## config.mk

```make
export PLATFORM = sky130hd
export DESIGN_NAME = idex_operand_stage
export DESIGN_NICKNAME = d
export VERILOG_FILES = /design/src/rtl/idex_operand_stage.sv
export SDC_FILE = /design/constraint.sdc
export NUM_CORES = 1
export LEC_CHECK = 0
export ABC_AREA = 1
export BUFFER_PORTS_ARGS = -buffer_cell sky130_fd_sc_hd__buf_4
export CORE_UTILIZATION = 42
export DETAILED_ROUTE_END_ITERATION = 6
export PLACE_DENSITY = 0.66
export SLEW_MARGIN = 10
export SYNTH_ARGS = -nofsm -noshare
export SYNTH_HDL_FRONTEND = slang
export SYNTH_SLANG_ARGS = --single-unit
export TNS_END_PERCENT = 10
```

## constraint.sdc

```tcl
create_clock -name CLK -period 5.6 [get_ports CLK]
set_clock_uncertainty 0.2 [all_clocks]
set_input_delay 0 -clock CLK [delete_from_list [all_inputs] [get_ports CLK]]
set_output_delay 0 -clock CLK [all_outputs]
set_load 0.02 [all_outputs]
```

## src/rtl/idex_operand_stage.sv

```systemverilog
// ID/EX pipeline register with operand forwarding for the ALU.
// Captures decoded fields and resolves RAW hazards from EX/MEM and
// MEM/WB. Builds op1/op2/shamt/opcode and the store data, and raises
// a combinational load-use stall request toward the hazard unit.

package cpu_types_pkg;

   // ALU operation encoding. The all-zero code is SLL, so a cleared
   // latch shows up as ALU_SLL.
   typedef enum logic [3:0] {
      ALU_SLL  = 4'd0,
      ALU_SRL  = 4'd1,
      ALU_ADD  = 4'd2,
      ALU_SUB  = 4'd3,
      ALU_AND  = 4'd4,
      ALU_OR   = 4'd5,
      ALU_XOR  = 4'd6,
      ALU_NOR  = 4'd7,
      ALU_SLT  = 4'd8,
      ALU_SLTU = 4'd9,
      ALU_SRA  = 4'd10,
      ALU_LUI  = 4'd11
   } aluop_t;

   // Immediate extension modes. Code 11 behaves the same as 00.
   typedef enum logic [1:0] {
      EXT_ZERO  = 2'b00,
      EXT_SIGN  = 2'b01,
      EXT_UPPER = 2'b10,
      EXT_ZALT  = 2'b11
   } extop_t;

endpackage

module idex_operand_stage
   import cpu_types_pkg::*;
#(
   parameter int DW = 32,
   parameter int RW = 5
) (
   input  logic          CLK,
   input  logic          RST,
   input  logic          en,
   input  logic          flush,
   input  logic          id_valid,
   input  aluop_t        id_aluop,
   input  logic [RW-1:0] id_rs,
   input  logic [RW-1:0] id_rt,
   input  logic [RW-1:0] id_wsel,
   input  logic [DW-1:0] id_rdat1,
   input  logic [DW-1:0] id_rdat2,
   input  logic [15:0]   id_imm16,
   input  logic [4:0]    id_shamt,
   input  logic [1:0]    id_extop,
   input  logic          id_alusrc,
   input  logic          id_regwen,
   input  logic          id_memread,
   input  logic          exm_regwen,
   input  logic          exm_memread,
   input  logic [RW-1:0] exm_wsel,
   input  logic [DW-1:0] exm_res,
   input  logic          wb_regwen,
   input  logic [RW-1:0] wb_wsel,
   input  logic [DW-1:0] wb_wdat,
   output logic [DW-1:0] op1,
   output logic [DW-1:0] op2,
   output logic [4:0]    shamt,
   output aluop_t        opcode,
   output logic          ex_valid,
   output logic          ex_regwen,
   output logic          ex_memread,
   output logic [RW-1:0] ex_wsel,
   output logic [DW-1:0] store_data,
   output logic          load_use_stall
);

   // Everything held across the ID/EX boundary. An all-zero value is
   // a bubble: not valid, no write-back, no load, opcode ALU_SLL.
   typedef struct packed {
      logic          valid;
      aluop_t        aluop;
      logic [RW-1:0] rs;
      logic [RW-1:0] rt;
      logic [RW-1:0] wsel;
      logic [DW-1:0] rdat1;
      logic [DW-1:0] rdat2;
      logic [15:0]   imm16;
      logic [4:0]    shamt;
      logic [1:0]    extop;
      logic          alusrc;
      logic          regwen;
      logic          memread;
   } idex_t;

   idex_t         q;
   idex_t         d_capture;
   logic [DW-1:0] fwd_rs;
   logic [DW-1:0] fwd_rt;
   logic [DW-1:0] imm_ext;
   logic          exm_fwd_ok;
   logic          rt_used;

   // A load still in EX/MEM has no data yet, so it never forwards.
   assign exm_fwd_ok = exm_regwen && !exm_memread;

   // Gather the decode-stage fields into one record for capture.
   always_comb begin
      // NOTE: every field gets a default first so no path leaves a latch behind.
      d_capture         = '0;
      d_capture.valid   = id_valid;
      d_capture.aluop   = id_aluop;
      d_capture.rs      = id_rs;
      d_capture.rt      = id_rt;
      d_capture.wsel    = id_wsel;
      d_capture.rdat1   = id_rdat1;
      d_capture.rdat2   = id_rdat2;
      d_capture.imm16   = id_imm16;
      d_capture.shamt   = id_shamt;
      d_capture.extop   = id_extop;
      d_capture.alusrc  = id_alusrc;
      d_capture.regwen  = id_regwen;
      d_capture.memread = id_memread;
   end

   // Pipeline latch: reset and flush load a bubble, en captures decode,
   // and a hold refreshes the operand copies with their forwarded values
   // so a producer retiring from WB during a stall is not lost.
   always_ff @(posedge CLK or posedge RST) begin
      // NOTE: non-blocking assignments make the update independent of statement order.
      if (RST) begin
         q <= '0;
      end else if (flush) begin
         q <= '0;
      end else if (en) begin
         q <= d_capture;
      end else begin
         q.rdat1 <= fwd_rs;
         q.rdat2 <= fwd_rt;
      end
   end

   // Forwarded rs value: EX/MEM beats MEM/WB, register 0 is never forwarded.
   always_comb begin
      fwd_rs = q.rdat1;
      if (q.rs != '0) begin
         if (exm_fwd_ok && (exm_wsel == q.rs)) begin
            fwd_rs = exm_res;
         end else if (wb_regwen && (wb_wsel == q.rs)) begin
            fwd_rs = wb_wdat;
         end
      end
   end

   // Forwarded rt value, same priority as rs.
   always_comb begin
      fwd_rt = q.rdat2;
      if (q.rt != '0) begin
         if (exm_fwd_ok && (exm_wsel == q.rt)) begin
            fwd_rt = exm_res;
         end else if (wb_regwen && (wb_wsel == q.rt)) begin
            fwd_rt = wb_wdat;
         end
      end
   end

   // Extend the latched immediate according to extop.
   always_comb begin
      imm_ext = {{(DW-16){1'b0}}, q.imm16};
      case (extop_t'(q.extop))
         EXT_SIGN:  imm_ext = {{(DW-16){q.imm16[15]}}, q.imm16};
         EXT_UPPER: imm_ext = {{(DW-16){1'b0}}, q.imm16} << 16;
         default:   imm_ext = {{(DW-16){1'b0}}, q.imm16};
      endcase
   end

   // ALU-facing operands; forwarding adds no cycle.
   assign op1        = fwd_rs;
   assign op2        = q.alusrc ? imm_ext : fwd_rt;
   assign store_data = fwd_rt;
   assign shamt      = q.shamt;
   assign opcode     = q.aluop;

   // Latched control carried on to EX.
   assign ex_valid   = q.valid;
   assign ex_regwen  = q.regwen;
   assign ex_memread = q.memread;
   assign ex_wsel    = q.wsel;

   // A load in EX whose destination the instruction in decode needs now.
   // rt only counts when decode will actually read it as an ALU operand.
   assign rt_used        = (q.wsel == id_rt) && !id_alusrc;
   assign load_use_stall = q.valid && q.memread && (q.wsel != '0) &&
                           ((q.wsel == id_rs) || rt_used);

endmodule

```

Word level (Yosys, flattened, before mapping). Index checks and enable logic that the tools add are counted.

Bits of input ports: 191. ROM bits: 0. Memories kept: 0. Memory bits (writable): 0. Register bits after elaboration: 110. Bits in latches: 0. Output and inout port bits: 114. Logic and storage cells: 49.

Add/sub/neg operators: 0. Equal/unequal tests: 8. Order comparisons: 0. Multiply operators: 0. Multiplexer cells: 12. Reduce and logical (&&, ||, !) cells: 16. Shift-type cells: 0. Bitwise logic cells: 0. Divide/modulo/power cells: 0.

Operators by type and width (number): $mux W32 (7); $mux W110 (1); $mux W64 (1); $pmux W32 S2 (1); $eq A5 B5 Y1 (6); $mux W26 (1); $mux W20 (1); $reduce_bool A5 Y1 (3); $logic_and A1 B1 Y1 (9); $eq A2 B1 Y1 const B (1); $eq A2 B2 Y1 const B (1); $logic_not A1 Y1 (2); $reduce_bool A2 Y1 (1); $logic_or A1 B1 Y1 (1).

Depth between registers and ports, before layout.
Word-level depth: 7. Mapped depth: 11. Mapped depth without buffers: 10.

Worst setup path after synthesis. Ideal clock, no wire load.

Kind: flip-flop to output port. From: register q[3] (netlist name). To: output port op2[21]. Arrival time: 1485 ps. Data required time: 5400 ps. Path slack: 3915 ps. Cell stages (with the launch flop): 7. Cells stage by stage: dfrtp_1 > inv_1 > ha_1 > nor2_1 > clkbuf_1 > nand2_1 > nand2_1.

Cells in the longest elaborated chain, start to end: 3. Elaborated cells between the ends (all ways): 4. Those cells by class: eq/ne: 2; mux: 2.

RTL lines: from (decl) (RTL line 95) `idex_t q;`; from (signal assigned) (RTL line 135) `q <= d_capture;`; $eq A2 B2 Y1 / $eq A2 B1 Y1 (equally long branches) (RTL line 169) `case (extop_t'(q.extop))`; $pmux W32 S2 (*) (RTL line 169); $mux W32 (*) (RTL line 178) `assign op2 = q.alusrc ? imm_ext : fwd_rt;`; to (decl) (RTL line 66) `output logic [DW-1:0] op2,`.

Mark *: on every way between the ends. The rest lies on a longest branch, timed or not.

Worst setup path after layout.
From: register q[100] (netlist name). To: register q[76] (netlist name).

Cells in the longest elaborated chain, start to end: 7. Elaborated cells between the ends (all ways): 10. Those cells by class: eq/ne: 2; mux: 5; reduce/logical: 3.

RTL lines: $eq A5 B5 Y1 (RTL line 148) `end else if (wb_regwen && (wb_wsel == q.rs)) begin`; $logic_and A1 B1 Y1 (RTL line 148); $mux W32 (RTL line 148); $mux W32 (RTL line 146) `if (exm_fwd_ok && (exm_wsel == q.rs)) begin`; $mux W32 (*) (RTL line 145) `if (q.rs != '0) begin`; $mux W64 (*) (RTL line 134) `end else if (en) begin`; $mux W110 (*) (RTL line 132) `end else if (flush) begin`.

Marked as above. A chain may end at the register's enable or synchronous reset.

==> out/qor.tcl <==
set qor(min-delay-start) {exm_res[15]}
set qor(cts_buffers) 9
set qor(remaining_drc_errors) 0
set qor(die-height_um) 140
set qor(warning_count_from_the_yosys_run) 0
set qor(drt-total-wl_mm) 32.5
set qor(synthCells) 1239
set qor(power.share.clock_pct) 28.7
set qor(yosys_register_bits) 110
set qor(worst_ep_arrival_time_ps) 4490
set qor(crit_top_cell) {nand2_1}
set qor(placementRows) 50
set qor(power_report.internal_total_w) 0.00155
set qor(synth_edf_count) 0
set qor(crit_path_start_kind) {flip-flop}
set qor(startpoint) {q[100]}
set qor(seqPwrFrac_pct) 36.9
set qor(synth_async_sr_flop_share_pct) 100
set qor(crit_slowest_cell) {nand3_2}
set qor(dpl.hpwl_mm) 21.0
set qor(io_pins) 305
set qor(grt_pass1_vias) 9865
set qor(pin_count_of_the_biggest_net_entering_global_routing) 94
set qor(final_hold_viol_count) 0
set qor(final.period_utilization_pct) 78.6
set qor(initial_antenna_violation_count) 0
set qor(drive_gt1_share_pct) 22.4
set qor(final_nets) 1854
set qor(power.density_cell_area_mw_per_mm2) 188
set qor(synthesis.area_sq_mm) 0.00804
set qor(setup_repair_after_global_routing_missed_its_margin) {false}
set qor(die_area_sq_mm) 0.0197
set qor(coreArea_sq_mm) 0.0187
set qor(post-route-min-period_ps) 4400
set qor(final_antenna_net_count) 0
set qor(via_per_inst) 5.25
set qor(cts_tree) {done}
set qor(finalSetupViolCount) 0
set qor(drv_cap) 0
set qor(synthFlopType) {dfrtp_1}
set qor(worstSkewPairLatency_ps) 350
set qor(clockRootBuffer) {clkbuf_16}
set qor(hp-class) {in2reg}
set qor(crit_required_ps) 5690
set qor(grt_pass1_wl_mm) 50.8
set qor(yosysTopAreaCell) {dfrtp_1}
set qor(worst_slew_margin_rel_pct) 17.9
set qor(clk_transition_reported_paths_ps) 80
set qor(critical-path-max-stage-delay_ps) 930
set qor(number_of_h_tree_levels) 3
set qor(antenna_cells) 0
set qor(port_buffers) 304
set qor(crit_type) {reg2reg}
set qor(path_cells) {inv_1 > nand2_1 > nand2_1 > nor2_4 > nand3_2 > nand2_1 > nand2_2 > nand2_1 > nand3_1 > nand2_1 > dlygate4sd3_1}
set qor(gp_congestion) 0.896
set qor(fmax_ghz) 0.227
set qor(worst_r2r_startpoint) {q[100]}
set qor(run_status) {completed}
set qor(first_pass_iters) 5
set qor(vias) 9975
set qor(power.combinational.fraction_pct) 34.4
set qor(cp_max_fo) 33
set qor(cp_num_buf_inv) 2
set qor(syn-num-nets) 1432
set qor(overflow) 0
set qor(ys_seq_area_share_pct) 34.2
set qor(power.switching_fraction_pct) 33.6
set qor(grt_util_all_layers_pct) 32.9
set qor(floorplan.initialDensity_pct) 43.0
set qor(post_synth_main_area_contributors) {dfrtp_1, nand2_1, nand3_1, inv_1, and2_1}
set qor(vdd_drop_max_uv) 135
set qor(drv_slew) 0
set qor(power.net_switching_w) 0.000786
set qor(netlist-cell-type-count) 31
set qor(wl_per_cell_um) 17.1
set qor(critPathTopFamily) {simple AND/OR/NAND/NOR gates}
set qor(post_cts_resize_count) 0
set qor(avgSynthCellArea_sq_um) 6.49
set qor(transition_time_at_the_pin_with_the_least_slew_margin_ps) 1220
set qor(ctsLongestPathBuffers) 2
set qor(die_w_um) 140
set qor(report.power.total_w) 0.00234
set qor(netlist.area_leader.share_pct) 34.2
set qor(leakagePower_nw) 6.94
set qor(cts_sinks) 110
set qor(final_sum_of_negative_setup_slack_ps) 0
set qor(drtIter0Drc) 599
set qor(crit_path_end_kind) {flip-flop}
set qor(areaGrowthSynthToFinish_pct) 54.9
-- cells by family after synthesis --
group / Yosys count / share of synthesized area [%]
buf+inv: 244 / 13.1
xor+xnor: 2 / 0.218
flops: 110 / 34.2
compound gates: 78 / 5.76
fa+ha+maj: 2 / 0.311
simple gates: 803 / 46.4
-- area by class of cell --
| cell class | count | area [sq um] |
|---|---|---|
| fill | 1670 | 6250 |
| sequential | 110 | 2750 |
| inverter | 153 | 577 |
| clock inverter | 4 | 47.5 |
| multi-input combinational | 885 | 4290 |
| timing repair buffer | 502 | 4250 |
| tap | 234 | 293 |
| clock buffer | 11 | 243 |
-- through the flow --
stage / area (sq um) / hold WS, ps / setup slack, ps / instances / utilization [%]
3_3_place_gp: 10300 / -59.7 / 1850 / 1693 / 54.8
5_1_grt: 12500 / 67.5 / 909 / 1899 / 66.6
2_1_floorplan: 8040 / -90.4 / 2500 / 1239 / -
4_1_cts: 12500 / 12.5 / 1300 / 1899 / 66.6
6_report: 12500 / 46.9 / 1200 / 1899 / 66.6
3_5_place_dp: 10300 / -57.2 / 1840 / 1693 / 54.8
-- placed cells by master, fill, tap and decap left out --
master and instances:
nand2_1 389, buf_4 311, nand3_1 230, dlygate4sd3_1 191, inv_1 142, dfrtp_1 110
nand4_1 64, and2_1 64, o21ai_0 42, nand2_2 21, a22o_1 13, nor2_1 13
o22ai_1 11, inv_2 9, clkbuf_16 9, nor2_4 8, a21oi_1 6, nor2_2 4
nand3_2 4, o21ai_1 3, nor3_1 3, nand3b_1 2, xor2_1 2, ha_1 2
clkinv_2 2, nand2_4 1, clkinv_1 1, o211ai_1 1, a221oi_1 1, o311ai_0 1
inv_4 1, clkbuf_8 1, clkinvlp_4 1, clkbuf_1 1, bufinv_16 1
-- sequential cells by signal, summed over array words and instances, names as in the netlist --
| name | count |
|---|---|
| shamt | 5 |
| q | 93 |
| ex_valid | 1 |
| ex_memread | 1 |
| opcode | 4 |
| ex_regwen | 1 |
| ex_wsel | 5 |
-- final timing paths --
| kind | end | slack, ps | depth (start not counted) |
|---|---|---|---|
| worst max-delay path | q[76] | 1200 | 11 |
| worst min-delay path | q[41] | 50 | 5 |
| worst max register to register | q[76] | 1200 | 11 |
| worst min register to register | shamt[0] | 320 | 1 |
| max in group asynchronous | shamt[3] | 3790 | 4 |
| min in group asynchronous | q[79] | 100 | 3 |
-- power groups by stage --
stage,sequential [W],clock [W],combinational (W)
4_1_cts,0.000863,0.000679,0.000790
3_5_place_dp,0.000879,0,0.000677
5_1_grt,0.000869,0.000709,0.000865
2_1_floorplan,0.000874,0,0.000381
3_3_place_gp,0.000877,0,0.000672
6_report,0.000864,0.000670,0.000805
-- cell usage after synthesis, types with 2 or more instances --
cell type	n
nand3b_1	2
clkbuf_1	35
nand2_1	389
nand3_1	232
o21ai_0	42
nand2_2	21
buf_2	33
nor3_1	3
and2_1	64
dfrtp_1	110
a22o_1	13
o22ai_1	11
a21oi_1	6
xor2_1	2
ha_1	2
inv_1	143
buf_4	14
o21ai_1	3
nand4_1	64
buf_6	6
inv_2	9
buf_1	3
nand3_2	2
nor2_2	5
nor2_1	19
-- worst min-delay path, delay by kind of cell --
kind                   cells  cell delay (ps)
buffers and inverters      1               90
AND/OR/NAND/NOR            4              480
-- timing repair --
item	CTS	global route
hold endpoints to repair	159	0
hold buffers	191	0
endpoints found under the setup margin	0	0
buffers inserted	0	0
-- per-layer routing --
metal	GRT usage (%)	up-vias	wire length, um
li1	-	4815	-
met1	39.8	4603	13000
met2	57.0	471	15800
met3	6.09	86	2500
met4	14.8	0	1260
met5	0	-	0
Power figures use the tool's default switching activity.
